===== config.mk =====
export PLATFORM = sky130hd
export DESIGN_NAME = sid_filter_sequencer_flat
export DESIGN_NICKNAME = d
export VERILOG_FILES = /design/src/rtl/sid_filter_sequencer_pkg.sv /design/src/rtl/sid_filter_sequencer_if.sv /design/src/rtl/sid_filter_state_ram.sv /design/src/rtl/sid_filter_sequencer.sv /design/src/flat_wrapper.sv
export SDC_FILE = /design/constraint.sdc
export NUM_CORES = 1
export LEC_CHECK = 0
export BUFFER_PORTS_ARGS = -buffer_cell sky130_fd_sc_hd__buf_4
export CAP_MARGIN = 20
export CORE_UTILIZATION = 30
export DETAILED_ROUTE_END_ITERATION = 8
export PLACE_DENSITY = 0.61
export SETUP_SLACK_MARGIN = 0.3
export SYNTH_ARGS = -nofsm -noshare
export SYNTH_HDL_FRONTEND = slang
export SYNTH_SLANG_ARGS = --single-unit

===== constraint.sdc =====
create_clock -name clk -period 2 [get_ports clk]
set_clock_uncertainty 0.15 [all_clocks]
set_input_delay 0.2 -clock clk [delete_from_list [all_inputs] [get_ports clk]]
set_output_delay 0.2 -clock clk [all_outputs]
set_load 0.01 [all_outputs]

===== src/rtl/sid_filter_sequencer_pkg.sv =====
// Shared types for the SID filter sequencer: filter state vector, sample type, stage count and
// sequencer FSM encoding.
package sid_filter_sequencer_pkg;

  localparam int unsigned FILTER_STAGES = 8;

  typedef logic signed [23:0] s24_t;

  typedef struct packed {
    s24_t vlp;
    s24_t vbp;
    s24_t vhp;
  } filter_v_t;

  typedef enum logic [1:0] {
    StIdle,
    StRun,
    StCapture
  } seq_state_t;

  // Saturate a 24-bit value into the 23-bit signed range [-2^22, 2^22-1].
  function automatic s24_t sat_s23(input s24_t v);
    if (v[23] != v[22]) begin
      return v[23] ? 24'shC00000 : 24'sh3FFFFF;
    end
    return v;
  endfunction

endpackage


===== src/rtl/sid_filter_sequencer_if.sv =====
// Filter-side interface of the sequencer: stage/instance select, state out/in and filter audio.
interface sid_filter_sequencer_if #(
  parameter int unsigned SEL_W = 1
);
  import sid_filter_sequencer_pkg::*;

  logic [2:0]       stage_o;
  logic [SEL_W-1:0] sid_sel_o;
  filter_v_t        state_o;
  filter_v_t        state_i;
  s24_t             audio_i;

  modport master (
    output stage_o,
    output sid_sel_o,
    output state_o,
    input  state_i,
    input  audio_i
  );

  modport slave (
    input  stage_o,
    input  sid_sel_o,
    input  state_o,
    output state_i,
    output audio_i
  );
endinterface


===== src/rtl/sid_filter_state_ram.sv =====
// Per-instance filter state register file: one registered read port, one write port.
// Optional write-back saturation under SID_FILTER_SEQUENCER_CLAMP_EN.
module sid_filter_state_ram
  import sid_filter_sequencer_pkg::*;
#(
  parameter int unsigned N_SIDS = 2,
  parameter int unsigned SEL_W  = 1
) (
  input  logic             clk,
  input  logic             rst_n,
  input  logic [SEL_W-1:0] rd_addr_i,
  output filter_v_t        rd_data_o,
  input  logic             wr_en_i,
  input  logic [SEL_W-1:0] wr_addr_i,
  input  filter_v_t        wr_data_i,
  output logic             clamp_o
);

  filter_v_t mem_q [N_SIDS];
  filter_v_t rd_q;
  filter_v_t wr_val;

`ifdef SID_FILTER_SEQUENCER_CLAMP_EN
  logic sat_hit;
  logic clamp_q;

  always_comb begin
    wr_val.vlp = sat_s23(wr_data_i.vlp);
    wr_val.vbp = sat_s23(wr_data_i.vbp);
    wr_val.vhp = sat_s23(wr_data_i.vhp);
    sat_hit    = (wr_data_i.vlp[23] ^ wr_data_i.vlp[22]) |
                 (wr_data_i.vbp[23] ^ wr_data_i.vbp[22]) |
                 (wr_data_i.vhp[23] ^ wr_data_i.vhp[22]);
  end

  always_ff @(posedge clk or negedge rst_n) begin
    if (!rst_n) begin
      clamp_q <= 1'b0;
    end else if (wr_en_i && sat_hit) begin
      clamp_q <= 1'b1;
    end
  end

  assign clamp_o = clamp_q;
`else
  assign wr_val  = wr_data_i;
  assign clamp_o = 1'b0;
`endif

  // Read and write in the same cycle on one entry return the pre-write value.
  always_ff @(posedge clk or negedge rst_n) begin
    if (!rst_n) begin
      for (int i = 0; i < int'(N_SIDS); i++) begin
        mem_q[i] <= '0;
      end
      rd_q <= '0;
    end else begin
      if (wr_en_i) begin
        mem_q[wr_addr_i] <= wr_val;
      end
      rd_q <= mem_q[rd_addr_i];
    end
  end

  assign rd_data_o = rd_q;

endmodule


===== src/rtl/sid_filter_sequencer.sv =====
// Steps the shared filter datapath through 8 stages per SID instance each tick, holding and
// writing back per-instance filter state and capturing each instance's audio sample.
// Optional feature macro: SID_FILTER_SEQUENCER_CLAMP_EN (write-back saturation, clamp_o).
module sid_filter_sequencer
  import sid_filter_sequencer_pkg::*;
#(
  parameter int unsigned N_SIDS = 2,
  parameter int unsigned SEL_W  = (N_SIDS > 1) ? $clog2(N_SIDS) : 1
) (
  input  logic                   clk,
  input  logic                   rst_n,
  input  logic                   tick_i,
  input  logic                   overrun_clr_i,
  sid_filter_sequencer_if.master flt,
  output logic [N_SIDS*24-1:0]   audio_o,
  output logic                   audio_valid_o,
  output logic                   busy_o,
  output logic                   overrun_o,
  output logic                   clamp_o
);

  seq_state_t       state_q, state_d;
  logic [2:0]       stage_q, stage_d;
  logic [SEL_W-1:0] sel_q, sel_d;
  logic             wr_en;
  logic             cap_q;
  logic [SEL_W-1:0] cap_sel_q;
  logic             valid_q;
  logic             overrun_q;
  s24_t             audio_q [N_SIDS];
  filter_v_t        rd_data;

  always_comb begin
    state_d = state_q;
    stage_d = stage_q;
    sel_d   = sel_q;
    wr_en   = 1'b0;
    unique case (state_q)
      StIdle: begin
        stage_d = '0;
        sel_d   = '0;
        if (tick_i) begin
          state_d = StRun;
        end
      end
      StRun: begin
        if (stage_q == 3'(FILTER_STAGES - 1)) begin
          wr_en   = 1'b1;
          stage_d = '0;
          if (sel_q == SEL_W'(N_SIDS - 1)) begin
            state_d = StCapture;
          end else begin
            sel_d = sel_q + 1'b1;
          end
        end else begin
          stage_d = stage_q + 3'd1;
        end
      end
      StCapture: begin
        state_d = StIdle;
        stage_d = '0;
        sel_d   = '0;
      end
      default: begin
        state_d = StIdle;
        stage_d = '0;
        sel_d   = '0;
      end
    endcase
  end

  always_ff @(posedge clk or negedge rst_n) begin
    if (!rst_n) begin
      state_q   <= StIdle;
      stage_q   <= '0;
      sel_q     <= '0;
      cap_q     <= 1'b0;
      cap_sel_q <= '0;
      valid_q   <= 1'b0;
      overrun_q <= 1'b0;
      for (int i = 0; i < int'(N_SIDS); i++) begin
        audio_q[i] <= '0;
      end
    end else begin
      state_q   <= state_d;
      stage_q   <= stage_d;
      sel_q     <= sel_d;
      // The filter registers its audio at the end of stage 7; grab it one cycle later.
      cap_q     <= wr_en;
      cap_sel_q <= sel_q;
      valid_q   <= (state_q == StCapture);
      if (cap_q) begin
        audio_q[cap_sel_q] <= flt.audio_i;
      end
      if (tick_i && (state_q != StIdle)) begin
        overrun_q <= 1'b1;
      end else if (overrun_clr_i) begin
        overrun_q <= 1'b0;
      end
    end
  end

  // Read address is the next select so state_o is already valid in stage 0.
  sid_filter_state_ram #(
    .N_SIDS (N_SIDS),
    .SEL_W  (SEL_W)
  ) u_state_ram (
    .clk       (clk),
    .rst_n     (rst_n),
    .rd_addr_i (sel_d),
    .rd_data_o (rd_data),
    .wr_en_i   (wr_en),
    .wr_addr_i (sel_q),
    .wr_data_i (flt.state_i),
    .clamp_o   (clamp_o)
  );

  always_comb begin
    audio_o = '0;
    for (int k = 0; k < int'(N_SIDS); k++) begin
      audio_o[24*k +: 24] = audio_q[k];
    end
  end

  assign flt.stage_o   = stage_q;
  assign flt.sid_sel_o = sel_q;
  assign flt.state_o   = rd_data;
  assign audio_valid_o = valid_q;
  assign busy_o        = (state_q != StIdle);
  assign overrun_o     = overrun_q;

endmodule


===== src/flat_wrapper.sv =====
// flat-port wrapper written by rule: the top's interface ports become plain ports
module sid_filter_sequencer_flat import sid_filter_sequencer_pkg::*;
#(
  parameter int unsigned N_SIDS = 2,
  parameter int unsigned SEL_W  = (N_SIDS > 1) ? $clog2(N_SIDS) : 1
)
  (clk, rst_n, tick_i, overrun_clr_i, audio_o, audio_valid_o, busy_o, overrun_o, clamp_o, flt_stage_o, flt_sid_sel_o, flt_state_o, flt_state_i, flt_audio_i);
  sid_filter_sequencer_if #(.SEL_W(SEL_W)) flt_i ();
  input  logic clk;
  input  logic rst_n;
  input  logic tick_i;
  input  logic overrun_clr_i;
  output logic [N_SIDS*24-1:0] audio_o;
  output logic audio_valid_o;
  output logic busy_o;
  output logic overrun_o;
  output logic clamp_o;
  output wire logic [$bits(flt_i.stage_o)-1:0] flt_stage_o;
  output wire logic [$bits(flt_i.sid_sel_o)-1:0] flt_sid_sel_o;
  output wire logic [$bits(flt_i.state_o)-1:0] flt_state_o;
  input wire logic [$bits(flt_i.state_i)-1:0] flt_state_i;
  input wire logic [$bits(flt_i.audio_i)-1:0] flt_audio_i;
  assign flt_stage_o = flt_i.stage_o;
  assign flt_sid_sel_o = flt_i.sid_sel_o;
  assign flt_state_o = flt_i.state_o;
  assign flt_i.state_i = flt_state_i;
  assign flt_i.audio_i = flt_audio_i;
  sid_filter_sequencer #(.N_SIDS(N_SIDS), .SEL_W(SEL_W)) u_core (.clk(clk), .rst_n(rst_n), .tick_i(tick_i), .overrun_clr_i(overrun_clr_i), .flt(flt_i), .audio_o(audio_o), .audio_valid_o(audio_valid_o), .busy_o(busy_o), .overrun_o(overrun_o), .clamp_o(clamp_o));
endmodule

==> reports/metrics.cfg <==
[logic_synthesis]
ys.flop_type = dfrtp_1
ys_seq_area_frac = 0.670
yosysWarnings = 0
synth.distinct_cells = 25
syn_nets = 692
netlist_top_cells_area = dfrtp_1 67%, mux2_2 28%, buf_6 1.5%
synth_area_mm2 = 0.0102
avgSynthCellArea_um2 = 17.4
async_reset_ff_frac = 1.00
synth_edf_count = 0
yosysTopAreaCellShare = 0.670
syn_inst = 589
ys_seq_elements = 274
yosysTopAreaCell = dfrtp_1

[power_and_ir_drop]
power_leakage_uw = 0.00738
fin_total_pwr_uw = 26900
p_per_area_mw_per_mm2 = 1700
ir_drop_v = 0.000863

[sta]
finalHoldViolCount = 0
fmax_mhz = 513
finalSetupViolCount = 0
grt_setup_unrepaired = true
drv_slew = 0
fin_setup_tns_ns = 0
period_minus_slack_ns = 1.95
period_share = 0.976

[route]
routed_wl_um = 25400
drc_errors = 0
vias = 6246
wl_per_cell_um = 17.5
avgViaCountPerCell = 4.32
first_pass_iters = 4
detail_route.iter0.violations = 131
ant_nets = 0

[global_route]
grt_util_all_layers = 0.141
antenna_found_initial = 0
grt_max_degree = 61
grt_pass1_wl_um = 39300
grt_pass1_vias = 6969
grt_overflow = 0

[clock_network]
h-tree-depth = 1
cts_max_path_buffers = 3
insertion_delay_ns = 0.55
root_buffer = clkbuf_16
clkTransAtPathRegs_ns = 0.06
cts_buffers = 30
cts.sinks = 274
cts_tree = done

[critical_path]
worstReg2RegStart = u_core.flt.stage_o[1]$_DFF_PN0_
path_class = flip-flop to flip-flop
worstSetupEndpointType = flip-flop
reg2reg_depth = 7
crit_family = buffers and inverters
path_buf_inv = 3
reg2reg_slack_ns = 0.05
r2r-end = u_core.u_state_ram.mem_q[44]$_DFFE_PN0P_
cp_cell_sequence = ha_4, ha_4, buf_4, nand3_4, buf_12, clkbuf_16, mux2_2
cp_max_fo = 5
crit_arrival_ns = 2.23
slowest_delay_ns = 0.41
cp_common_cell = ha_4
crit_required_ns = 2.28
crit_slowest_cell = dfrtp_1
start_kind = flip-flop

[placed_design]
place_area_mm2 = 0.0128
io_buffers = 226
dp_hpwl_um = 14300
gp_congestion = 0.695
dp_cells = 1261

[final_layout]
finish.utilization = 0.472
drive_gt1_frac = 0.606
final_nets = 1079
antennaDiodeCount = 0
final_cell_mix = 273 x dfrtp_1, 240 x buf_4, 164 x mux2_2
fill_cells = 2907
area_growth_pct = 54.7
postLayoutCellArea_mm2 = 0.0158
final-instance-count-excl-fill = 1447
mostFrequentLayoutCell = dfrtp_1

[hold_path]
hp-class = input pin to async pin

[job]
maxCapViolCount = 0

[outcome]
outcome = finished, final reports clean

[floorplanning]
die-area_mm2 = 0.0349
core_mm2 = 0.0335
die_h_um = 187
ioPinCount = 228
die_x_um = 187
start_util = 0.305
rows = 67

## per-stage QoR
step                      hold slack [ns]  worst slack, ns
after floorplan                    -0.246            0.167
after global placement            0.00906           0.0261
after detailed placement           0.0118           0.0151
after CTS                          0.0381           0.0616
after global routing               0.0500          0.00560
final                              0.0419           0.0488
## state kept, by name, indices dropped and copies added, names as in the netlist
name,cells
u_core.audio_o,48
u_core.audio_valid_o,1
u_core.cap_q,1
u_core.cap_sel_q,1
u_core.flt.sid_sel_o,1
u_core.flt.stage_o,3
u_core.overrun_o,1
u_core.state_q,2
u_core.u_state_ram.mem_q,144
u_core.u_state_ram.rd_data_o,72
## power breakdown
part / internal, uW / leakage, uW / total, uW / switching (uW)
logic: 7080 / 0.00356 / 11000 / 3910
clock network: 3950 / 0.000552 / 6180 / 2230
registers: 8390 / 0.00327 / 9730 / 1330
## timing repair
action | 4_1_cts | 5_1_grt
hold endpoints to repair | 468 | 0
resized for setup | 27 | 55
setup endpoints to repair | 218 | 219
hold buffers | 99 | 0
buffers inserted | 12 | 5
gates cloned | 8 | 7
pin swaps | 1 | 0
## Yosys cell counts, types with 2 or more instances
library cell  number
ha_1               3
nor2_1             2
mux2_2           258
buf_4              2
buf_2             11
buf_6             14
mux2_1             6
and2_1             3
dfrtp_1          274
## how the worst max path moves through the flow
stage / startpoint / end / depth (start not counted)
floorplan: u_core.flt.stage_o[0]$_DFF_PN0_ / u_core.u_state_ram.rd_data_o[10]$_DFF_PN0_ / 6
global placement: u_core.flt.stage_o[1]$_DFF_PN0_ / u_core.u_state_ram.mem_q[138]$_DFFE_PN0P_ / 6
detailed placement: u_core.flt.stage_o[1]$_DFF_PN0_ / u_core.u_state_ram.mem_q[139]$_DFFE_PN0P_ / 6
CTS: u_core.flt.stage_o[1]$_DFF_PN0_ / u_core.u_state_ram.mem_q[89]$_DFFE_PN0P_ / 6
global route: u_core.flt.stage_o[1]$_DFF_PN0_ / u_core.u_state_ram.mem_q[85]$_DFFE_PN0P_ / 6
finish: u_core.flt.stage_o[1]$_DFF_PN0_ / u_core.u_state_ram.mem_q[44]$_DFFE_PN0P_ / 7
## per-layer routing
metal,vias to the layer above,track usage,wire (um)
met4,0,0.0366,561
met1,3199,0.182,11500
met3,33,0.0305,1260
met5,-,0,0
li1,2852,-,-
met2,162,0.239,12000
## layout make-up
cell class                 instances  area [um2]  share of cell area
sequential                       274        6860               0.433
timing repair buffer             383        3720               0.235
multi-input combinational        286        3560               0.225
clock buffer                      45         928              0.0586
tap                              448         561              0.0354
clock inverter                    10         205              0.0130
inverter                           1        3.75            0.000237
## cells by family after synthesis
family                   count (synthesis)  share of synthesized area
flip-flops                             274                      0.670
multiplexers                           264                      0.290
buffers and inverters                   29                     0.0230
AND/OR/NAND/NOR                         16                     0.0110
adder cells (fa/ha/maj)                  3                    0.00367
AO/OA/AOI/OAI                            2                    0.00171
other                                    1                   0.000366
(Power assumes the default switching activity.)
